<file path="src/rtl/alu_pkg.sv">
// Shared definitions for the 9-bit ALU datapath and its companion divider.
// Contents: ALU select codes, the datapath width, and the divider FSM state type.
package alu_pkg;

    // ALU select codes; DIV occupies the code left free by the combinational ALU.
    localparam logic [1:0] SUB  = 2'b00;
    localparam logic [1:0] ADD  = 2'b01;
    localparam logic [1:0] MULT = 2'b10;
    localparam logic [1:0] DIV  = 2'b11;

    localparam int unsigned DATA_W = 9;

    typedef enum logic [1:0] {
        IDLE,
        RUN,
        DONE
    } div_state_e;

endpackage

</file>
<file path="src/rtl/div_step.sv">
// One restoring-division iteration: shift the next dividend bit into the partial
// remainder, then subtract the divisor if it fits and record a quotient 1.
// Ports:
//   r        partial remainder in (WIDTH+1 bits)
//   q        quotient/dividend shift register in
//   divisor  captured divisor
//   r_next   partial remainder out
//   q_next   shift register out
module div_step #(
    parameter int unsigned WIDTH = 9
) (
    input  logic [WIDTH:0]   r,
    input  logic [WIDTH-1:0] q,
    input  logic [WIDTH-1:0] divisor,
    output logic [WIDTH:0]   r_next,
    output logic [WIDTH-1:0] q_next
);

    logic [WIDTH:0] shifted;
    logic [WIDTH:0] dvsr_ext;
    // The remainder stays below the divisor between iterations, so its MSB is always 0
    // and is shifted out.
    logic           unused_r_msb;

    assign unused_r_msb = r[WIDTH];

    always_comb begin
        shifted  = {r[WIDTH-1:0], q[WIDTH-1]};
        dvsr_ext = {1'b0, divisor};
        q_next   = {q[WIDTH-2:0], 1'b0};
        r_next   = shifted;
        if (shifted >= dvsr_ext) begin
            r_next    = shifted - dvsr_ext;
            q_next[0] = 1'b1;
        end
    end

endmodule

</file>
<file path="src/rtl/alu_div.sv">
// Multi-cycle unsigned restoring divider, one quotient bit per clock.
// Ports:
//   clk, rst_n              clock, asynchronous active-low reset
//   start                   request strobe, accepted in IDLE or DONE
//   dividend, divisor       operands, captured on acceptance
//   busy                    high while iterating
//   done                    one-cycle completion pulse
//   quotient, remainder     results, held until the next result is produced
//   div_by_zero             set with done when the captured divisor was 0
import alu_pkg::*;

module alu_div #(
    parameter int unsigned WIDTH = DATA_W
) (
    input  logic             clk,
    input  logic             rst_n,
    input  logic             start,
    input  logic [WIDTH-1:0] dividend,
    input  logic [WIDTH-1:0] divisor,
    output logic             busy,
    output logic             done,
    output logic [WIDTH-1:0] quotient,
    output logic [WIDTH-1:0] remainder,
    output logic             div_by_zero
);

    localparam int unsigned     CntW     = $clog2(WIDTH + 1);
    localparam logic [CntW-1:0] LastIter = CntW'(WIDTH - 1);

    div_state_e      state_q, state_d;
    logic [CntW-1:0] cnt_q, cnt_d;
    logic [WIDTH:0]  r_q, r_d, r_step;
    logic [WIDTH-1:0] q_q, q_d, q_step;
    logic [WIDTH-1:0] dvsr_q, dvsr_d;
    logic [WIDTH-1:0] quot_q, quot_d;
    logic [WIDTH-1:0] rem_q, rem_d;
    logic             dbz_q, dbz_d;

    div_step #(
        .WIDTH(WIDTH)
    ) u_step (
        .r      (r_q),
        .q      (q_q),
        .divisor(dvsr_q),
        .r_next (r_step),
        .q_next (q_step)
    );

    // State and datapath registers.
    always_ff @(posedge clk or negedge rst_n) begin
        if (!rst_n) begin
            state_q <= IDLE;
            cnt_q   <= '0;
            r_q     <= '0;
            q_q     <= '0;
            dvsr_q  <= '0;
            quot_q  <= '0;
            rem_q   <= '0;
            dbz_q   <= 1'b0;
        end else begin
            state_q <= state_d;
            cnt_q   <= cnt_d;
            r_q     <= r_d;
            q_q     <= q_d;
            dvsr_q  <= dvsr_d;
            quot_q  <= quot_d;
            rem_q   <= rem_d;
            dbz_q   <= dbz_d;
        end
    end

    // Next state and datapath. Results are only written on the edge entering DONE.
    always_comb begin
        state_d = state_q;
        cnt_d   = cnt_q;
        r_d     = r_q;
        q_d     = q_q;
        dvsr_d  = dvsr_q;
        quot_d  = quot_q;
        rem_d   = rem_q;
        dbz_d   = dbz_q;
        unique case (state_q)
            IDLE, DONE: begin
                if (start) begin
                    dvsr_d = divisor;
                    q_d    = dividend;
                    r_d    = '0;
                    cnt_d  = '0;
                    if (divisor == '0) begin
                        state_d = DONE;
                        quot_d  = '1;
                        rem_d   = dividend;
                        dbz_d   = 1'b1;
                    end else begin
                        state_d = RUN;
                    end
                end else if (state_q == DONE) begin
                    state_d = IDLE;
                end
            end
            RUN: begin
                r_d   = r_step;
                q_d   = q_step;
                cnt_d = cnt_q + 1'b1;
                if (cnt_q == LastIter) begin
                    state_d = DONE;
                    quot_d  = q_step;
                    rem_d   = r_step[WIDTH-1:0];
                    dbz_d   = 1'b0;
                end
            end
            default: state_d = IDLE;
        endcase
    end

    // Handshake outputs are decoded from registered state only.
    always_comb begin
        busy        = (state_q == RUN);
        done        = (state_q == DONE);
        quotient    = quot_q;
        remainder   = rem_q;
        div_by_zero = dbz_q;
    end

endmodule

</file>
<file path="config.mk">
export PLATFORM = sky130hd
export DESIGN_NAME = alu_div
export DESIGN_NICKNAME = d
export VERILOG_FILES = /design/src/rtl/alu_pkg.sv /design/src/rtl/div_step.sv /design/src/rtl/alu_div.sv
export SDC_FILE = /design/constraint.sdc
export NUM_CORES = 1
export LEC_CHECK = 0
export CORE_ASPECT_RATIO = 2
export CORE_MARGIN = 2
export CORE_UTILIZATION = 45
export CTS_BUF_LIST = sky130_fd_sc_hd__clkbuf_8 sky130_fd_sc_hd__clkbuf_16
export CTS_CLUSTER_DIAMETER = 40
export CTS_CLUSTER_SIZE = 8
export DETAILED_ROUTE_END_ITERATION = 8
export PLACE_DENSITY_LB_ADDON = 0.12
export SYNTH_ARGS = -nofsm -noshare
export SYNTH_HDL_FRONTEND = slang
export SYNTH_SLANG_ARGS = --single-unit
</file>
<file path="constraint.sdc">
create_clock -name clk -period 2.5 [get_ports clk]
set_input_delay 0.5 -clock clk [delete_from_list [all_inputs] [get_ports clk]]
set_output_delay 0.5 -clock clk [all_outputs]
set_load 0.05 [all_outputs]
</file>
==> results of run 1 <==
[what timing repair did]
item	in CTS	in global routing
resized for setup	0	11
setup endpoints to repair	0	12
hold buffers	0	0
[cells by family (layout without fill, tap and decap cells)]
logic type | count (synthesis) | count (layout) | share of synthesized area (%)
and+or+nand+nor | 112 | 113 | 19.8
AOI/OAI and AO/OA | 72 | 72 | 16.6
DFF | 52 | 52 | 49.2
buffers and inverters | 27 | 80 | 4.92
adders and majority gates | 12 | 12 | 5.96
muxes | 6 | 6 | 2.27
xor gates and xnor gates | 4 | 4 | 1.32
[worst paths after layout]
check / end / slack, ns / cells past startpoint
setup / recovery: remainder[2] / 0.12 / 8
hold / removal: cnt_q[3] / 0.11 / 1
setup reg to reg: remainder[2] / 0.12 / 8
hold reg to reg: div_by_zero / 0.49 / 2
max in group asynchronous: r_q[7] / 1.78 / 2
min in group clk: div_by_zero / 0.49 / 2
[registers in the layout, summed over array words and instances (netlist names)]
register,cells
dvsr_q,9
q_q,9
quotient,9
r_q,9
remainder,9
cnt_q,4
state_q,2
div_by_zero,1
[per-stage QoR]
stage,instance area [sq um],util (%),hold WS [ns],setup WS [ns],cells
final,3400,59.6,0.113,0.118,400
after global routing,3400,59.6,0.132,-0.0232,400
after CTS,3340,58.6,0.120,0.0529,399
after detailed placement,3180,55.6,0.442,-0.0281,391
after global placement,3180,55.6,0.439,0.0266,391
after floorplan,2650,-,0.204,0.127,285
[power groups by stage]
| stage | registers [mW] | clock network (mW) | logic (mW) |
|---|---|---|---|
| floorplan | 1.88 | 0 | 1.95 |
| global placement | 1.49 | 0 | 3.18 |
| detailed placement | 1.50 | 0 | 3.22 |
| CTS | 1.49 | 0.808 | 3.24 |
| global route | 1.55 | 0.838 | 3.85 |
| finish | 1.50 | 0.791 | 3.51 |
[routing by layer]
metal | up-vias | track usage, %
met5 | - | 0
met3 | 10 | 3.69
met1 | 1043 | 25.3
met4 | 0 | 9.15
li1 | 1082 | -
met2 | 51 | 38.9
[cell usage after synthesis (6+ instances only)]
| cell | instances |
|---|---|
| sky130_fd_sc_hd__a21oi_1 | 20 |
| sky130_fd_sc_hd__a31oi_1 | 9 |
| sky130_fd_sc_hd__clkbuf_1 | 8 |
| sky130_fd_sc_hd__dfrtp_1 | 52 |
| sky130_fd_sc_hd__ha_1 | 11 |
| sky130_fd_sc_hd__inv_1 | 13 |
| sky130_fd_sc_hd__mux2i_1 | 6 |
| sky130_fd_sc_hd__nand2_1 | 48 |
| sky130_fd_sc_hd__nand3_1 | 9 |
| sky130_fd_sc_hd__nor2_1 | 33 |
| sky130_fd_sc_hd__o21ai_0 | 24 |
[final cells by class]
class | instances | area share [%]
Sequential cell | 52 | 38.2
Multi-Input combinational cell | 207 | 37.4
Timing Repair Buffer | 58 | 15.6
Clock buffer | 5 | 3.68
Tap cell | 61 | 2.24
Inverter | 14 | 1.54
Clock inverter | 3 | 1.25
[cells in the final DEF (no fill, tap or decap), types with 2 or more instances in the layout]
master                            synthesis  layout
sky130_fd_sc_hd__ha_1                    11      10
sky130_fd_sc_hd__nor3_1                   2       2
sky130_fd_sc_hd__clkbuf_16                0       5
sky130_fd_sc_hd__a211oi_1                 3       2
sky130_fd_sc_hd__a21oi_1                 20      20
sky130_fd_sc_hd__o21ai_1                  1       2
sky130_fd_sc_hd__or3_1                    2       2
sky130_fd_sc_hd__and3_1                   2       2
sky130_fd_sc_hd__buf_4                    1      18
sky130_fd_sc_hd__mux2i_4                  0       2
sky130_fd_sc_hd__dfrtp_1                 52      52
sky130_fd_sc_hd__xnor2_1                  3       3
sky130_fd_sc_hd__nor2b_1                  3       2
sky130_fd_sc_hd__a21o_1                   2       2
sky130_fd_sc_hd__inv_1                   13      13
sky130_fd_sc_hd__o22ai_1                  3       3
sky130_fd_sc_hd__clkdlybuf4s50_1          0      39
sky130_fd_sc_hd__nand2_1                 48      48
sky130_fd_sc_hd__nor2_1                  33      33
sky130_fd_sc_hd__nand3_1                  9       9
sky130_fd_sc_hd__mux2i_2                  0       3
sky130_fd_sc_hd__o21a_1                   2       2
sky130_fd_sc_hd__nand2b_1                 3       3
sky130_fd_sc_hd__o31a_1                   2       2
sky130_fd_sc_hd__o21ai_0                 24      23
sky130_fd_sc_hd__a31oi_1                  9       9
sky130_fd_sc_hd__a211oi_2                 2       3
==> summary.md, run 1 <==
Run status
* finished, final reports clean — status

Power
* 1700 nW/um^2 — Power per Cell Area
* 1.47 nW — static leakage
* 45.4% — switching part of the total power
* 5.80 mW — total design power
* 13.6% — part of the total power dissipated in the clock network
* 25.8% — Reg power frac
* 0.00131 V — IR drop worst, VDD
* 60.5% — Comb pwr share
* 3.17 mW — Int Pwr
* 2.63 mW — NetSw

Synth
* 0 — number of enable flip-flop cells after synthesis
* 49.2% — sequential fraction of the synthesis area
* 100% — Synth async-reset ratio
* sky130_fd_sc_hd__dfrtp_1, sky130_fd_sc_hd__nand2_1, sky130_fd_sc_hd__ha_1 — top cells by area, synth
* 9.28 sq um — mean instance size in the synthesized netlist
* 0 — number of warnings printed during yosys synthesis
* sky130_fd_sc_hd__dfrtp_1 — library cell occupying the most area in the post-synthesis netlist
* sky130_fd_sc_hd__dfrtp_1 — most common flop cell mapped by yosys
* 49.2% — fraction of post-synthesis cell area in the top cell type by area
* 2650 sq um — area of the mapped netlist
* 46 — count of unique library cells instantiated by Yosys
* 285 — Synth Instances
* 52 — FF+latch count, synth
* 318 — net count after synthesis

Detailed routing
* 215 microns — DR WL met3
* 0 — DRC
* 6460 microns — total length of routed wires
* 5.47 — post-DR vias/cell
* 2570 microns — detailed-routing wirelength on met1
* 94 — number of DRC markers after the initial detailed-route iteration
* 2,186 — via count
* met4 — top routing layer in use
* 3520 microns — met2 layer wire length in the routed design
* 16.2 microns — mean routed wirelength per cell
* 4 — detailed-router iteration count before antenna repair
* 0 — number of nets with antenna violations after routing

Die
* 46.3% — effective utilization at floorplan
* 5710 sq um — Core Area
* 39 — row count
* 58.2 microns — die width
* 6540 sq um — floorplan die area
* 42 — Top Ports
* 112 microns — Die Span Y

Timing
* 95.3% — ratio of final minimum period to clock period
* 42.6% — remaining max-slew budget at the tightest pin
* 0.858 ns — transition at the pin with the smallest max-transition slack
* 0 — total of endpoints with negative setup slack in the final report
* true — setup repair after global routing missed its margin
* 2.38 ns — fin crit period
* 0 — final hold violations
* 0.00291 ns — final setup skew
* 0 ns — sum of negative setup slack
* 0.420 GHz — fmax
* 0 — Final Max Tran Viols

Critical path
* reg2reg — critical path class
* sky130_fd_sc_hd__dfrtp_1 — critical path's slowest cell
* r_q[3] — beginning of the worst register-to-register path
* 5 — top fanout value on the critical path
* 0.43 ns — critical path's largest stage delay
* ha_1 -> nand3_1 -> nor3_4 -> nor4_4 -> and2_2 -> buf_4 -> or3_1 -> a31oi_1 — worst-path cell chain
* flop — critical path startpoint category
* r_q[3] — CP startpoint
* 2.60 ns — arrival time reported for the critical path endpoint
* 1 — Critical path buffers and inverters
* 2.72 ns — worst path required time
* flop — type of element capturing the critical path
* simple AND/OR/NAND/NOR gates — cell family with the largest share of critical-path delay

Cells and area
* 536 — Filler Cell Count
* 1270 sq um — footprint of the multi-input gates
* 28.6% — relative area change from synthesis to final layout
* 1300 sq um — Reg area
* 0 — Antenna Cells
* 371 — Post-layout nets
* 13.6% — fraction of final layout cells with drive strength greater than 1

Global routing
* 30 — pin count of the biggest net entering global routing
* 22.0% — global routing usage summed across all routing layers
* 10,900 microns — wire length of the first global-routing pass
* 0 — antenna violations before repair
* 0 — total overflow reported by the global router
* 2,314 — number of global-route vias before repair

Placement
* 4770 microns — post-detail-place hpwl
* 0.859 — Final GP Congestion
* 41 — buffers added on ports

Clock tree
* 0.30 ns — source-to-sink clock delay at the later pin of the worst-skew pair
* 5 — total CTS buffers
* 2 — maximum count of clock buffers along a single path
* 0.07 ns — Worst-path clk slew
* sky130_fd_sc_hd__clkbuf_16 — CTS root buf
* 52 — number of clock sinks
* 2 — count of H-tree levels built during CTS
* yes — CTS tree
* 0 — buffer count from post-CTS setup fixing

Flow run
* 0 — max capacitance violation total

Worst hold path
* in2async — min-delay worst type

(Power assumes the default switching activity.)
==> inputs of run 2 (changes only) <==
--- a/config.mk
+++ b/config.mk
@@ -9,7 +9,7 @@
 export CORE_MARGIN = 2
 export CORE_UTILIZATION = 45
 export CTS_BUF_LIST = sky130_fd_sc_hd__clkbuf_8 sky130_fd_sc_hd__clkbuf_16
-export CTS_CLUSTER_DIAMETER = 40
+export CTS_CLUSTER_DIAMETER = 200
 export CTS_CLUSTER_SIZE = 8
 export DETAILED_ROUTE_END_ITERATION = 8
 export PLACE_DENSITY_LB_ADDON = 0.12
==> results of run 2 <==
No change in the layout: final DEF, timing and power equal those of run 1.
